===== src/rtl/neuron_mac_unit_if.sv =====
// neuron_mac_unit_if
//   Groups the signals of one neuron MAC: the start/result handshake with the
//   sequencer, and the shared read bus to the weight BRAM and activation buffer.
//   Ports (seen from the slave, i.e. the MAC unit):
//     start  in   begin one evaluation (sampled only while idle)
//     bias   in   signed Q8.8 bias, latched on the accepting edge
//     addr   out  shared read address to both buffers
//     en     out  read enable to both buffers
//     w_do   in   signed weight read on the falling edge
//     x_do   in   signed activation read on the falling edge
//     busy   out  evaluation in progress
//     done   out  one-cycle result strobe
//     out    out  signed Q8.8 neuron result, held until the next done
interface neuron_mac_unit_if #(
  parameter int ADDR_W = 5,
  parameter int DATA_W = 16
);
  logic              start;
  logic [DATA_W-1:0] bias;
  logic [ADDR_W-1:0] addr;
  logic              en;
  logic [DATA_W-1:0] w_do;
  logic [DATA_W-1:0] x_do;
  logic              busy;
  logic              done;
  logic [DATA_W-1:0] out;

  modport master (
    output start, bias, w_do, x_do,
    input  addr, en, busy, done, out
  );

  modport slave (
    input  start, bias, w_do, x_do,
    output addr, en, busy, done, out
  );
endinterface


===== src/rtl/neuron_mac_unit.sv =====
// neuron_mac_unit
//   Evaluates one neuron: walks addresses 0..N_INPUTS-1 over the weight BRAM
//   and the activation buffer, accumulates the signed Q8.8 products, adds the
//   bias, rounds half-up, optionally applies ReLU and saturates to DATA_W.
//   Ports:
//     clk    rising-edge clock; the buffers read on the falling edge
//     rst_n  asynchronous active-low reset
//     bus    neuron_mac_unit_if.slave (start/bias/busy/done/out handshake and
//            addr/en/w_do/x_do buffer read bus)
//
//   state | meaning
//   ------+------------------------------------------------------------
//   IDLE  | waiting for start; out holds the last result
//   RUN   | one product accumulated per cycle, address advancing
//   FINAL | bias add, rounding, ReLU, saturation; done strobe issued
//
// N_INPUTS must not exceed 2**ADDR_W.
module neuron_mac_unit #(
  parameter int N_INPUTS  = 28,
  parameter int ADDR_W    = 5,
  parameter int DATA_W    = 16,
  parameter int FRAC_BITS = 8,
  parameter int ACC_W     = 40,
  parameter bit RELU_EN   = 1'b1
) (
  input  logic             clk,
  input  logic             rst_n,
  neuron_mac_unit_if.slave bus
);

  typedef enum logic [1:0] {
    IDLE,
    RUN,
    FINAL
  } state_t;

  // Two guard bits above the accumulator so bias and rounding can never wrap.
  localparam int T_W = ACC_W + 2;
  localparam logic [ADDR_W-1:0]   LAST_ADDR = ADDR_W'(N_INPUTS - 1);
  localparam logic signed [T_W-1:0] OUT_MAX = T_W'((64'sd1 <<< (DATA_W - 1)) - 64'sd1);
  localparam logic signed [T_W-1:0] OUT_MIN = ~OUT_MAX;
  localparam logic signed [T_W-1:0] RND     = T_W'(1) <<< (FRAC_BITS - 1);

  state_t                     state_q, state_d;
  logic [ADDR_W-1:0]          addr_q, addr_d;
  logic                       en_q, en_d;
  logic                       busy_q, busy_d;
  logic                       done_q, done_d;
  logic [DATA_W-1:0]          out_q, out_d;
  logic signed [ACC_W-1:0]    acc_q, acc_d;
  logic signed [DATA_W-1:0]   bias_q, bias_d;

  logic signed [DATA_W-1:0]   w_s, x_s;
  logic signed [2*DATA_W-1:0] prod;
  logic signed [ACC_W-1:0]    prod_ext;
  logic signed [T_W-1:0]      t_sum, t_shr;
  logic [DATA_W-1:0]          res;

  assign w_s      = bus.w_do;
  assign x_s      = bus.x_do;
  assign prod     = w_s * x_s;
  assign prod_ext = {{(ACC_W - 2*DATA_W){prod[2*DATA_W-1]}}, prod};

  // acc is Q.16 (product of two Q8.8); bias is aligned by shifting it up.
  assign t_sum = T_W'(acc_q) + (T_W'(bias_q) <<< FRAC_BITS) + RND;
  assign t_shr = t_sum >>> FRAC_BITS;

  always_comb begin
    res = t_shr[DATA_W-1:0];
    if (RELU_EN && (t_shr < 0)) begin
      res = '0;
    end else if (t_shr > OUT_MAX) begin
      res = {1'b0, {(DATA_W-1){1'b1}}};
    end else if (t_shr < OUT_MIN) begin
      res = {1'b1, {(DATA_W-1){1'b0}}};
    end
  end

  always_comb begin
    state_d = state_q;
    addr_d  = addr_q;
    en_d    = en_q;
    busy_d  = busy_q;
    done_d  = 1'b0;
    out_d   = out_q;
    acc_d   = acc_q;
    bias_d  = bias_q;
    unique case (state_q)
      IDLE: begin
        if (bus.start) begin
          bias_d  = bus.bias;
          acc_d   = '0;
          addr_d  = '0;
          en_d    = 1'b1;
          busy_d  = 1'b1;
          state_d = RUN;
        end
      end
      RUN: begin
        // Data on w_do/x_do belongs to the address presented last cycle.
        acc_d = acc_q + prod_ext;
        if (addr_q == LAST_ADDR) begin
          en_d    = 1'b0;
          state_d = FINAL;
        end else begin
          addr_d = addr_q + ADDR_W'(1);
        end
      end
      FINAL: begin
        out_d   = res;
        done_d  = 1'b1;
        busy_d  = 1'b0;
        state_d = IDLE;
      end
      default: state_d = IDLE;
    endcase
  end

  always_ff @(posedge clk or negedge rst_n) begin
    if (!rst_n) begin
      state_q <= IDLE;
      addr_q  <= '0;
      en_q    <= 1'b0;
      busy_q  <= 1'b0;
      done_q  <= 1'b0;
      out_q   <= '0;
      acc_q   <= '0;
      bias_q  <= '0;
    end else begin
      state_q <= state_d;
      addr_q  <= addr_d;
      en_q    <= en_d;
      busy_q  <= busy_d;
      done_q  <= done_d;
      out_q   <= out_d;
      acc_q   <= acc_d;
      bias_q  <= bias_d;
    end
  end

  assign bus.addr = addr_q;
  assign bus.en   = en_q;
  assign bus.busy = busy_q;
  assign bus.done = done_q;
  assign bus.out  = out_q;

endmodule


===== src/flat_wrapper.sv =====
// flat-port wrapper written by rule: the top's interface ports become plain ports
module neuron_mac_unit_flat 
#(
  parameter int N_INPUTS  = 28,
  parameter int ADDR_W    = 5,
  parameter int DATA_W    = 16,
  parameter int FRAC_BITS = 8,
  parameter int ACC_W     = 40,
  parameter bit RELU_EN   = 1'b1
)
  (clk, rst_n, bus_start, bus_bias, bus_w_do, bus_x_do, bus_addr, bus_en, bus_busy, bus_done, bus_out);
  neuron_mac_unit_if #(.ADDR_W(ADDR_W), .DATA_W(DATA_W)) bus_i ();
  input  logic clk;
  input  logic rst_n;
  input wire logic [$bits(bus_i.start)-1:0] bus_start;
  input wire logic [$bits(bus_i.bias)-1:0] bus_bias;
  input wire logic [$bits(bus_i.w_do)-1:0] bus_w_do;
  input wire logic [$bits(bus_i.x_do)-1:0] bus_x_do;
  output wire logic [$bits(bus_i.addr)-1:0] bus_addr;
  output wire logic [$bits(bus_i.en)-1:0] bus_en;
  output wire logic [$bits(bus_i.busy)-1:0] bus_busy;
  output wire logic [$bits(bus_i.done)-1:0] bus_done;
  output wire logic [$bits(bus_i.out)-1:0] bus_out;
  assign bus_i.start = bus_start;
  assign bus_i.bias = bus_bias;
  assign bus_i.w_do = bus_w_do;
  assign bus_i.x_do = bus_x_do;
  assign bus_addr = bus_i.addr;
  assign bus_en = bus_i.en;
  assign bus_busy = bus_i.busy;
  assign bus_done = bus_i.done;
  assign bus_out = bus_i.out;
  neuron_mac_unit #(.N_INPUTS(N_INPUTS), .ADDR_W(ADDR_W), .DATA_W(DATA_W), .FRAC_BITS(FRAC_BITS), .ACC_W(ACC_W), .RELU_EN(RELU_EN)) u_core (.clk(clk), .rst_n(rst_n), .bus(bus_i));
endmodule

===== config.mk =====
export PLATFORM = sky130hd
export DESIGN_NAME = neuron_mac_unit_flat
export DESIGN_NICKNAME = d
export VERILOG_FILES = /design/src/rtl/neuron_mac_unit_if.sv /design/src/rtl/neuron_mac_unit.sv /design/src/flat_wrapper.sv
export SDC_FILE = /design/constraint.sdc
export NUM_CORES = 1
export LEC_CHECK = 0
export CORE_ASPECT_RATIO = 0.7
export CORE_UTILIZATION = 40
export DETAILED_ROUTE_END_ITERATION = 10
export HOLD_SLACK_MARGIN = 0.08
export PLACE_DENSITY = 0.66
export SLEW_MARGIN = 0
export SYNTH_ARGS = -nofsm -noshare
export SYNTH_HDL_FRONTEND = slang
export SYNTH_SLANG_ARGS = --single-unit

===== constraint.sdc =====
create_clock -name clk -period 12.1 [get_ports clk]
set_clock_uncertainty 0.05 [all_clocks]
set_input_delay 2.42 -clock clk [delete_from_list [all_inputs] [get_ports clk]]
set_output_delay 2.42 -clock clk [all_outputs]
set_load 0.005 [all_outputs]

==> results_dict.tcl, run 1 <==
set metrics [dict create \
    crit_arrival_ns 9.76 \
    overflow 0 \
    cp-start-kind "input pin" \
    drt-wirelength-per-cell_um 16.1 \
    final_cells 2511 \
    dp_cells 2495 \
    dieWidth_um 252 \
    async_flop_share_pct 100 \
    die_area_sq_um 44400 \
    fmax_mhz 104 \
    synth.net_count 2424 \
    finalHoldViolations 0 \
    drt_wl_total_um 40500 \
    num_vias 12966 \
    min_period_ns 9.60 \
    cts_resized 0 \
    cts_setup_buffers 0 \
    cts_tree "yes" \
    ys_warn_count 0 \
    area_delta_synth_final_pct 8.88 \
    maxSlewHeadroom_pct 30.0 \
    status "complete, no violations" \
    row_count 63 \
    h-tree-depth 3 \
    fillers 4141 \
    path_cells "clkdlybuf4s50_1 -> nand2_1 -> fa_1 -> inv_1 -> fa_1 -> inv_1 -> fa_1 -> inv_1 -> fa_1 -> fa_1 -> inv_1 -> fa_1 -> inv_1 -> ha_1 -> and3_1 -> a221o_1 -> a21oi_1 -> nor2_1 -> a2111oi_0 -> o21ai_0 -> a31oi_1 -> nor3_1 -> nand3b_1" \
    grt_start_max_net_pins 83 \
    final.setup.tns_ns 0 \
    synth_edf_count 0 \
    num_io_pins 75 \
    tightestPinTransition_ns 1.05 \
    clk_pin_slew_worst_paths_ns 0.06 \
    drt_iter0_markers 733 \
    grt_pass1_wl_um 69500 \
    finalSetupViolCount 0 \
    path_max_fanout 16 \
    drcViolationCount 0 \
    vias_per_cell 5.16 \
    setup.worst_path.end_class "flip-flop" \
    ys_dominant_reg_cell "dfrtp_1" \
    hold_buffers 0 \
    critPathRequiredTime_ns 12.26 \
    grt_usage_pct 19.4 \
    synth_cell_types 75 \
    syn_area_per_cell_sq_um 9.20 \
    hold_ws_ns 0.463 \
    cts_buffers 9 \
    start_util_pct 40.9 \
    path_class "in2reg" \
    place_ws_ns 2.24 \
    core_area_sq_um 42600 \
    ant_nets 0 \
    layout-drive-gt1-share_pct 3.37 \
    clock-root-buffer "clkbuf_16" \
    slew_violations 0 \
    synth_cells 1894 \
    critical_path.top_delay_family "adder cells" \
    rsz0062_at_grt "false" \
    grt_pass1_vias 13794 \
    synth_top_cell_by_area "fa_1" \
    hold_path_class "reg2reg" \
    fin_crit_sh_pct 79.3 \
    fin_nets 2451 \
    die_h_um 177 \
    cap_viol_max_count 0 \
    yosys_register_bits 82 \
    antenna_cells 0 \
    cp_slowest_stage_delay_ns 0.88 \
    cts_buffer_depth 2 \
    syn_area_sq_um 17400 \
    gp_congestion 0.910 \
    synth-seq-area-share_pct 11.8 \
    cts_sinks 82 \
    multi_input_area_sq_um 13500 \
    slowest_stage "clkdlybuf4s50_1" \
    layout_setup_ws_ns 2.50 \
    cp_num_buf_inv 6 \
    antenna_found_initial 0 \
    worstSkewPairLatency_ns 0.34 \
    synth_top_area_share_pct 38.0 \
    io_buffer_count 74 \
    first_pass_iters 5 \
    dpl.hpwl_um 34800 \
    crit_top_cell "fa_1" \
    yosys-top-cells-area "fa_1 (38%), dfrtp_1 (12%), ha_1 (11%)" \
    register_area_sq_um 2050 \
]
worst register-to-register path: stages, from the launching register on:
cell and delay (ns):
dfrtp_1 0.42, inv_1 0.10, fa_1 0.50, inv_1 0.05, fa_1 0.54, fa_1 0.45, fa_1 0.50, inv_1 0.06
fa_1 0.53, inv_1 0.04, ha_1 0.35, nand4_1 0.16, nor2_1 0.06, a31o_2 0.28, o31ai_2 0.60, o21ai_0 0.29
a21o_1 0.23, a21oi_1 0.17, xnor2_1 0.15, o21ai_1 0.07
cells in the final DEF (no fill, tap or decap), types with 4 or more instances in the layout:
cell type / count
inv_1: 420
fa_1: 331
nand2_1: 194
ha_1: 148
and2_1: 124
o21ai_0: 82
dfrtp_1: 82
clkdlybuf4s50_1: 73
a21oi_1: 58
nor2_1: 55
xnor2_1: 33
a21o_1: 31
xor2_1: 26
a31oi_1: 23
mux2_2: 17
o21a_1: 14
o211ai_1: 12
nor3_1: 12
a211oi_1: 11
nand3_1: 10
or3_1: 10
nand2b_1: 9
clkbuf_16: 9
o31ai_1: 8
o21ai_1: 8
nand4_1: 8
o21bai_1: 7
nor2b_1: 7
a22o_1: 7
and3_1: 7
buf_4: 7
a211o_1: 4
cell type report:
class,instances,area share [%]
Clock buffer,11,1.33
Clock inverter,5,0.191
Inverter,420,8.31
Multi-Input combinational cell,1328,71.4
Sequential cell,82,10.8
Tap cell,585,3.86
Timing Repair Buffer,80,4.13
routing by layer:
layer	up-vias	GRT usage [%]	share of wire, %
li1	6006	-	-
met1	6613	28.1	47
met2	309	31.7	47
met3	38	2.46	4.6
met4	0	2.77	1.2
met5	-	0	0
registers in the layout, indices dropped and copies added (netlist names):
signal,cells
u_core.bus.addr,5
u_core.bus.busy,1
u_core.bus.out,16
u_core.bus.done,1
u_core.bus.en,1
u_core.bias_q,16
u_core.acc_q,40
u_core.state_q,2
final timing paths:
check                                            endpoint  slack [ns]  cells after the start                    startpoint
max                          u_core.acc_q[36]$_DFFE_PN0P_        2.50                     23                  bus_w_do[15]
max in group asynchronous    u_core.acc_q[35]$_DFFE_PN0P_        9.11                      1                         rst_n
min reg2reg                   u_core.acc_q[1]$_DFFE_PN0P_        0.46                      1   u_core.acc_q[1]$_DFFE_PN0P_
max reg2reg                  u_core.acc_q[25]$_DFFE_PN0P_        6.37                     19  u_core.acc_q[15]$_DFFE_PN0P_
min in group asynchronous  u_core.bus.addr[3]$_DFFE_PN0P_        2.22                      1                         rst_n
min                           u_core.acc_q[1]$_DFFE_PN0P_        0.46                      1   u_core.acc_q[1]$_DFFE_PN0P_
per-stage QoR:
step	util (%)	cell area, sq um
2_1_floorplan	-	17400
3_3_place_gp	43.8	18700
3_5_place_dp	43.8	18700
4_1_cts	44.5	19000
5_1_grt	44.5	19000
6_report	44.5	19000
logic make-up (layout without fill, tap and decap cells):
group,count (synthesis),in the layout,share of synthesized area (%)
AND/OR/NAND/NOR,459,459,13.1
multiplexers,18,18,1.16
AO/OA/AOI/OAI,313,313,11.9
buffers and inverters,484,516,10.6
adder cells (fa/ha/maj),479,479,48.6
flip-flops,82,82,11.8
XOR/XNOR,59,59,2.96
synthesized netlist by cell type, types with 3 or more instances:
cell type	instances
o21a_1	14
o2111ai_1	3
and2_1	124
o211ai_2	3
or4_1	3
a211oi_2	3
nor3_1	12
a21oi_1	58
o21bai_1	8
nand2b_1	9
a31oi_1	23
nor2_1	55
a211o_1	4
xnor2_1	33
clkbuf_1	51
and3_1	7
nor4_1	3
nand4_1	8
buf_1	3
a211oi_1	11
ha_1	148
o31ai_1	8
o211ai_1	12
o21ai_1	8
nor3b_1	3
xor2_1	26
o21ai_0	82
or3_1	10
buf_2	8
nor2b_1	7
dfrtp_1	82
mux2_2	17
nand2_1	194
a21o_1	31
nand3b_1	3
nand3_1	10
inv_1	420
fa_1	331
a22o_1	7
Power of run 1 is not shown: default switching activity piles up to over one toggle a cycle in this logic, so the estimate is an artifact.
==> inputs of run 2 (changes only) <==
PLACE_DENSITY = 0.68   (was 0.66)
clock period = 7.9 ns   (was 12.1 ns; I/O delays follow)
==> results_dict.tcl, run 2 (synthesis gave the netlist of run 1 again) <==
set metrics [dict create \
    status "complete, no violations" \
    drt-wirelength-per-cell_um 15.6 \
    antenna_found_initial 0 \
    worstSkewPairLatency_ns 0.35 \
    vias_per_cell 5.03 \
    holdPathStages 1 \
    post-route-util_pct 48.9 \
    fmax_mhz 130 \
    grt_pass1_vias 14203 \
    core_area_sq_um 42600 \
    setup.worst_path.end_class "flip-flop" \
    met2_length_um 19500 \
    dr_wl_met3_um 2180 \
    final_cells 2699 \
    cap_viol_max_count 0 \
    start_util_pct 40.9 \
    num_io_pins 75 \
    layout_commonest_cell "inv_1" \
    dpl.hpwl_um 35900 \
    path_class "in2reg" \
    fin_nets 2639 \
    clk_pin_slew_worst_paths_ns 0.06 \
    place_ws_ns -0.520 \
    final_cell_mix "inv_1 (413), fa_1 (324), nand2_1 (191), buf_4 (168), ha_1 (144)" \
    cts_buffer_depth 2 \
    hold_end "u_core.bus.out[15]$_DFFE_PN0P_" \
    top_layer "met4" \
    ant_nets 0 \
    path_max_fanout 5 \
    drcViolationCount 0 \
    r2r_start "u_core.acc_q[15]$_DFFE_PN0P_" \
    largest_reg_flops 40 \
    die_h_um 177 \
    dp_cells 2658 \
    fin_crit_sh_pct 97.3 \
    slew_violations 0 \
    dieWidth_um 252 \
    grt_start_max_net_pins 83 \
    tightestPinTransition_ns 1.05 \
    grt_usage_pct 19.7 \
    cts_buffers 9 \
    overflow 0 \
    cts_sinks 82 \
    fillers 3921 \
    cts_tree "yes" \
    multi_input_area_sq_um 13700 \
    area_delta_synth_final_pct 19.7 \
    grt_pass1_wl_um 71300 \
    maxSlewHeadroom_pct 30.1 \
    first_pass_iters 5 \
    critPathRequiredTime_ns 8.08 \
    max_flop_register "u_core.acc_q" \
    drt_iter0_markers 749 \
    layout-drive-gt1-share_pct 13.9 \
    min_period_ns 7.69 \
    register_area_sq_um 2050 \
    worstRegToRegCells 20 \
    wirelength_met1_um 19900 \
    gp_congestion 0.883 \
    crit_arrival_ns 7.86 \
    num_vias 13576 \
    r2r_end "u_core.acc_q[38]$_DFFE_PN0P_" \
    row_count 63 \
    hold_ws_ns 0.460 \
    clock-root-buffer "clkbuf_16" \
    finalHoldViolations 0 \
    h-tree-depth 3 \
    antenna_cells 0 \
    hold_start "u_core.bus.out[15]$_DFFE_PN0P_" \
    reg2reg_setup_slack_ns 2.37 \
    hold_path_class "reg2reg" \
    io_buffer_count 74 \
    drt_wl_total_um 42000 \
    finalSetupViolCount 0 \
    layout_setup_ws_ns 0.214 \
    die_area_sq_um 44400 \
    cp-start-kind "input pin" \
]
==> run 2: metrics by stage <==
stage / TNS, ns / instance area (sq um)
6_report: 0 / 20900
5_1_grt: -0.0562 / 20900
4_1_cts: 0 / 20400
3_5_place_dp: -4.13 / 20100
3_3_place_gp: -3.09 / 20100
2_1_floorplan: 0 / 17400
==> run 2: worst max path at each step <==
stage | from | cells past startpoint | slack [ns] | endpoint
2_1_floorplan | bus_w_do[15] | 23 | 0.08 | u_core.acc_q[34]$_DFFE_PN0P_
3_3_place_gp | bus_w_do[15] | 24 | -0.39 | u_core.acc_q[34]$_DFFE_PN0P_
3_5_place_dp | bus_w_do[15] | 24 | -0.52 | u_core.acc_q[34]$_DFFE_PN0P_
4_1_cts | bus_w_do[15] | 26 | 0.02 | u_core.acc_q[38]$_DFFE_PN0P_
5_1_grt | bus_x_do[7] | 23 | -0.04 | u_core.acc_q[36]$_DFFE_PN0P_
6_report | bus_w_do[11] | 23 | 0.21 | u_core.acc_q[36]$_DFFE_PN0P_
==> run 2: timing repair <==
| item | CTS | global route |
|---|---|---|
| hold buffers | 0 | 0 |
| gates resized for setup | 7 | 61 |
| endpoints found under the setup margin | 5 | 15 |
| pin swaps | 2 | 41 |
| setup buffers | 0 | 23 |
| cloned | 0 | 2 |
==> run 2: worst max-delay path: stages <==
cell and delay [ns]:
clkdlybuf4s50_1 0.41, buf_6 0.14, buf_4 0.16, buf_4 0.15, and2_1 0.16, fa_1 0.47
fa_1 0.52, fa_1 0.52, fa_1 0.51, fa_1 0.56, inv_1 0.06, fa_1 0.53
inv_1 0.05, ha_1 0.33, and3_4 0.20, a221o_1 0.32, a21oi_2 0.23, nor2_2 0.06
a2111oi_2 0.26, o21ai_1 0.17, a31oi_1 0.26, nor3_1 0.06, nand3b_1 0.15
==> run 2: layer usage <==
layer | vias to the layer above | track usage (%)
met2 | 304 | 32.1
met5 | - | 0
met4 | 0 | 2.54
li1 | 6363 | -
met3 | 31 | 2.51
met1 | 6878 | 28.7
==> run 2: area by class of cell <==
type / instances / share of cell area [%]
tap: 585 / 3.51
multi-input combinational: 1328 / 65.7
inverter: 420 / 7.56
clock inverter: 7 / 0.408
clock buffer: 9 / 1.08
timing repair buffer: 268 / 11.9
sequential: 82 / 9.84
Power of run 2 is left out for the same reason.
==> inputs of run 3 (changes only) <==
CTS_CLUSTER_DIAMETER = 60   (was default)
==> results of run 3 <==
Same layout as run 2: the final DEF is identical, and so are final timing and power.
Power of run 3 is left out for the same reason.
